===== src/rtl/exec_issue_arbiter.sv =====
// Round-robin issue arbiter sharing one execute unit between two issue ports,
// with an occupancy counter that tracks in-flight long-latency instructions.
module exec_issue_arbiter #(
    parameter int unsigned LONG_LAT = 4,
    parameter int unsigned CW       = $clog2(LONG_LAT + 1)
) (
    input  logic          clk,
    input  logic          reset,
    input  logic [1:0]    req_valid,
    input  logic [1:0]    req_is_long,
    input  logic          exec_stall,
    output logic [1:0]    grant,
    output logic          issue_valid,
    output logic          issue_src,
    output logic          issue_is_long,
    output logic          exec_busy,
    output logic          exec_will_free_next,
    output logic          rr_ptr,
    output logic [CW-1:0] busy_cnt
);

    localparam logic [CW-1:0] RELOAD = CW'(LONG_LAT - 1);

    logic can_accept;

    assign exec_busy           = (busy_cnt != '0);
    assign exec_will_free_next = (busy_cnt == CW'(1)) && !exec_stall;
    // The last occupancy cycle overlaps the next accept.
    assign can_accept          = !reset && !exec_stall && (busy_cnt <= CW'(1));

    always_comb begin
        grant = 2'b00;
        if (can_accept) begin
            unique case (req_valid)
                2'b01:   grant = 2'b01;
                2'b10:   grant = 2'b10;
                2'b11:   grant = rr_ptr ? 2'b10 : 2'b01;
                default: grant = 2'b00;
            endcase
        end
    end

    assign issue_valid   = |grant;
    assign issue_src     = grant[1];
    assign issue_is_long = |(grant & req_is_long);

    // A long grant reloads the counter ahead of stall-freeze and decrement.
    always_ff @(posedge clk) begin
        if (reset) begin
            busy_cnt <= '0;
            rr_ptr   <= 1'b0;
        end else begin
            if (issue_valid) begin
                rr_ptr <= ~issue_src;
            end
            if (issue_valid && issue_is_long) begin
                busy_cnt <= RELOAD;
            end else if (exec_stall) begin
                busy_cnt <= busy_cnt;
            end else if (busy_cnt != '0) begin
                busy_cnt <= busy_cnt - CW'(1);
            end
        end
    end

endmodule


===== config.mk =====
export PLATFORM = sky130hd
export DESIGN_NAME = exec_issue_arbiter
export DESIGN_NICKNAME = d
export VERILOG_FILES = /design/src/rtl/exec_issue_arbiter.sv
export SDC_FILE = /design/constraint.sdc
export NUM_CORES = 1
export LEC_CHECK = 0
export ABC_CLOCK_PERIOD_IN_PS = 1600
export BUFFER_PORTS_ARGS = -buffer_cell sky130_fd_sc_hd__buf_4
export CAP_MARGIN = 40
export CORE_AREA = 2 2 39 41
export DETAILED_ROUTE_END_ITERATION = 6
export DIE_AREA = 0 0 41 43
export GPL_TIMING_DRIVEN = 0
export MAX_ROUTING_LAYER = met4
export PLACE_DENSITY = 0.57
export SYNTH_ARGS = -nofsm -noshare
export SYNTH_HDL_FRONTEND = slang
export SYNTH_SLANG_ARGS = --single-unit

===== constraint.sdc =====
create_clock -name clk -period 1.6 [get_ports clk]
set_clock_uncertainty 0.15 [all_clocks]
set_input_delay 0.16 -clock clk [delete_from_list [all_inputs] [get_ports clk]]
set_output_delay 0.16 -clock clk [all_outputs]
set_load 0.005 [all_outputs]

Word-level counts from Yosys, hierarchy flattened
Cells that the tools add are included.
{ "totals": {"reg_bits": 4, "input_bits": 7, "output_inout_bits": 11} }
{ "op_classes": {"add_sub_neg": 1, "order_cmp": 1, "n_eq_ne": 5, "muxes": 6, "bitwise_logic": 3, "n_reduce_logical": 13} }
{ "op_table": {"columns": ["cell", "n"], "rows": [
  ["$mux W2", 5],
  ["$pmux W2 S3", 1],
  ["$reduce_or A2 Y1", 3],
  ["$eq A2 B2 Y1 const B", 2],
  ["$logic_and A1 B1 Y1", 4],
  ["$reduce_and A2 Y1", 2],
  ["$eq A3 B1 Y1 const B", 1],
  ["$le A3 B1 Y1 const B", 1],
  ["$reduce_bool A3 Y1", 1],
  ["$sub A3 B1 Y3 const B", 1],
  ["$and A2 B2 Y2", 1],
  ["$eq A2 B1 Y1 const B", 1],
  ["$logic_not A1 Y1", 2],
  ["$ne A2 B1 Y1 const B", 1],
  ["$not A1 Y1", 2],
  ["$reduce_bool A2 Y1", 1]
]} }

Longest topological paths before layout
{ "logic_depth": {"depth_word": 9, "depth_mapped": 7, "ltp_nobuf": 7} }

Worst setup path after synthesis
Ideal clock, no wire load.
{ "synth_path": {"kind": "register to register", "startpoint": "reg busy_cnt[0]", "endpoint": "reg busy_cnt[1]", "arrival_time_ns": 1.346, "setup_slack_ns": 0.038, "stages_incl_launch_ff": 7, "path_buffers": 0, "synth_period_minus_slack_ns": 1.562, "cell_sequence": "dfxtp_1 inv_1 ha_1 nand2b_4 nor2b_4 mux2_4 a21oi_2"} }
{ "synth_between": {"elab_cells_between_ends": 15, "classes_between": "1 x add/sub; 1 x order compare; 1 x eq/ne; 4 x mux; 1 x bitwise; 7 x reduce/logical"} }
{ "synth_lines": {"columns": ["element", "line", "source"], "rows": [
  ["start, declared", "19", "output logic [CW-1:0] busy_cnt"],
  ["start signal, assigned", "59", "busy_cnt <= busy_cnt;"],
  ["start signal, assigned", "61", "busy_cnt <= busy_cnt - CW'(1);"],
  ["$reduce_bool A3 Y1", null, null],
  ["net exec_busy", "16", "output logic exec_busy,"],
  ["$reduce_bool A2 Y1 (no source line)", null, null],
  ["$reduce_and A2 Y1 (no source line)", null, null]
]} }
The timed path passes the listed nets, and every way through them passes these cells. The select of a mux whose other input is x is not followed.
A chain may end at the register's enable or synchronous reset.

Worst setup path after layout
{ "layout_path": {"startpoint": "reg busy_cnt[0]", "endpoint": "out issue_is_long"} }
{ "layout_between": {"elab_chain_cells": 5} }
{ "layout_lines": {"columns": ["element", "line", "source"], "rows": [
  ["$le A3 B1 Y1", "29", "assign can_accept = !reset && !exec_stall && (busy_cnt <= CW'(1));"],
  ["$logic_and A1 B1 Y1", "29", null],
  ["$mux W2", "33", "if (can_accept) begin"],
  ["$and A2 B2 Y2", "45", "assign issue_is_long = |(grant & req_is_long);"],
  ["$reduce_or A2 Y1", "45", null],
  ["end, declared", "15", "output logic issue_is_long,"]
]} }
Every way passes these cells.

==> flow_summary_export.csv <==
group,metric,value,unit
outcome,failed_checks,"negative setup slack",
routing,finalWirelength,846,um
critical_path,start_kind,"register",
yosys,syn_nets,49,
cells_and_area,layout.nets,77,
yosys,synth_most_common_cell,"nor2_1",
yosys,ys_types,23,
critical_path,cp_max_fo,4,
cells_and_area,final_cell_area,653,um2
global_route,first_global_vias,295,
yosys,synth_top_area_share,24.1,%
global_route,grt_usage,9.79,%
power_and_ir_drop,peakVddDrop,517,uV
die,ios,18,
critical_path,end_kind,"output port",
critical_path,cp_slowest_cell,"dfxtp_4",
cts,htreeDepth,1,
placed_design,place_ws,-27.5,ps
cells_and_area,area_growth_syn_to_layout,96.2,%
power_and_ir_drop,power_density,1630,mW/mm2
sta,fin_crit,1640,ps
critical_path,path_class,"register to output port",
min_path,whs_path_depth,2,
cells_and_area,instances_no_fill,81,
cts,clk_path_buf_depth,2,
global_route,overflow,0,
placed_design,placed_area,480,um2
yosys,ys_ff_latch,4,
die,start_util,24.1,%
routing,vias_per_cell,4.32,
min_path,hp-class,"input port to register",
routing,drt_iter0_drc,2,
die,die_w,41,um
routing,drt_pass1_iterations,2,
cells_and_area,n_antenna_cell,0,
yosys,synth.avg_cell_area,8.53,um2
routing,drt-wirelength-per-cell,10.4,um
sta,tns,-43.0,ps
routing,antenna_left,0,
critical_path,r2r_cells,7,
critical_path,slowest_delay,360,ps
placed_design,hpwl,581,um
yosys,synth_flop_cell,"dfxtp_1",
sta,setup_ws,-43.0,ps
critical_path,worstPathArrival,1330,ps
sta,hold_slack,21.1,ps
critical_path,path_depth,6,
job,maxCapViolations,0,
cts,cts_tree,"built",
sta,finalSetupViolCount,1,
placed_design,portBuffers,17,
sta,rsz0062_at_grt,"yes",
placed_design,dp_cells,72,
sta,finalMaxSlewViolations,0,
yosys,synth_area_leaders,"dfxtp_1 (24%), ha_1 (11%), nor2_1 (5.6%), mux2_4 (4.5%), nand2_1 (4.5%)",
routing,num_vias,350,
yosys,netlist.top_cell.by_area,"dfxtp_1",
cells_and_area,drive_gt1_share,67.7,%
cts,cts-root-buf,"clkbuf_4",
cts,clk_latency,230,ps
global_route,grt_max_degree,8,
sta,fmax,0.609,GHz
sta,hold_violations,0,
sta,worst_pin_slew,260,ps
global_route,antenna_found_initial,0,
die,num_rows,14,
die,die_area,0.00176,mm2
critical_path,worstPathRequired,1290,ps
cts,path_clk_slew,40,ps
critical_path,path_cells,"buf_12 -> o21bai_4 -> nand2_4 -> or2_4 -> inv_2 -> buf_6",
yosys,yosys_warnings,0,
sta,slew_headroom,82.6,%
power_and_ir_drop,total_leakage_power,0.289,nW
die,die_h,43,um
critical_path,cp_num_buf_inv,3,
global_route,grt_pass1_wl,1140,um
yosys,yosysSeqAreaShare,24.1,%
yosys,synth.cells.most_frequent,"nor2_1 (5), dfxtp_1 (4), nand2_1 (4)",
cts,cts_buffers,3,
cts,clkSinkCount,4,
routing,route.detailed.drc,0,
yosys,ys_async_sr_fraction,0,%
die,core,0.00138,mm2
yosys,netlist_area,333,um2
yosys,syn_inst,39,
sta,fin_crit_sh,103,%
placed_design,globalplace.congestion,0.721,
critical_path,path_delay_family,"flip-flops",
outcome,status,"finished, violations left",
yosys,synth_edf_count,0,
-- cells in the final DEF, fill, tap and decap left out, types with 2 or more instances in the layout --
cell and count:
a21oi_1 2, buf_4 17, buf_6 5, clkbuf_4 3, dfxtp_1 2, ha_4 2, inv_2 2, nand2_1 3
nor2_1 2, nor2_4 2
-- through the flow --
| stage | util (%) | power, mW |
|---|---|---|
| 6_report | 47.2 | 1.07 |
| 3_5_place_dp | 34.7 | 0.688 |
| 5_1_grt | 47.2 | 1.15 |
| 4_1_cts | 41.0 | 0.904 |
| 3_3_place_gp | 34.7 | 0.685 |
| 2_1_floorplan | - | 0.502 |
-- worst register-to-register path, stage by stage (launching register included) --
cell and delay [ps]:
dfxtp_2 320, inv_2 50, buf_4 150, ha_4 160, nand2b_4 60, nor2b_4 160
mux2_4 320, a21oi_2 130
-- path summary, 6_finish.rpt --
path                   endpoint          from  slack, ps
setup / recovery  issue_is_long   busy_cnt[0]        -40
hold / removal           rr_ptr  req_valid[1]         20
setup reg to reg    busy_cnt[1]   busy_cnt[1]         30
hold reg to reg          rr_ptr        rr_ptr        370
-- registers in the layout, indices dropped and copies added (netlist names) --
name,flops
rr_ptr,1
busy_cnt,3
-- layout make-up --
type                       count  area (um2)
tap                           16        20.0
inverter                       3        11.3
sequential                     4        85.1
multi-input combinational     31         300
timing repair buffer          23         203
buffer                         1        11.3
fill                         130         731
clock buffer                   3        22.5
-- repair_timing --
action / CTS / global route
gates resized for setup: 9 / 15
endpoints found under the hold margin: 4 / 0
setup endpoints to repair: 6 / 6
hold buffers: 1 / 0
pin swaps: 1 / 3
buffers inserted: 4 / 1
-- kinds of logic after synthesis --
group	count (synthesis)	share of synthesized area, %
mux	2	7.52
simple gates	19	35.7
fa+ha+maj	3	11.3
buf+inv	4	5.64
xor+xnor	1	2.63
flops	4	24.1
compound gates	6	13.2
-- per-layer routing --
metal	global-route usage (%)	wire [um]	vias to the layer above
met2	12.2	436	7
met5	-	0	-
met3	3.14	39	0
li1	-	-	186
met4	6.00	0	0
met1	13.3	371	157
-- where the power goes --
part | internal, mW | total, mW | switching, mW
Clock | 0.0835 | 0.119 | 0.0356
Combinational | 0.463 | 0.751 | 0.287
Sequential | 0.146 | 0.197 | 0.0508
Power figures use the tool's default switching activity.
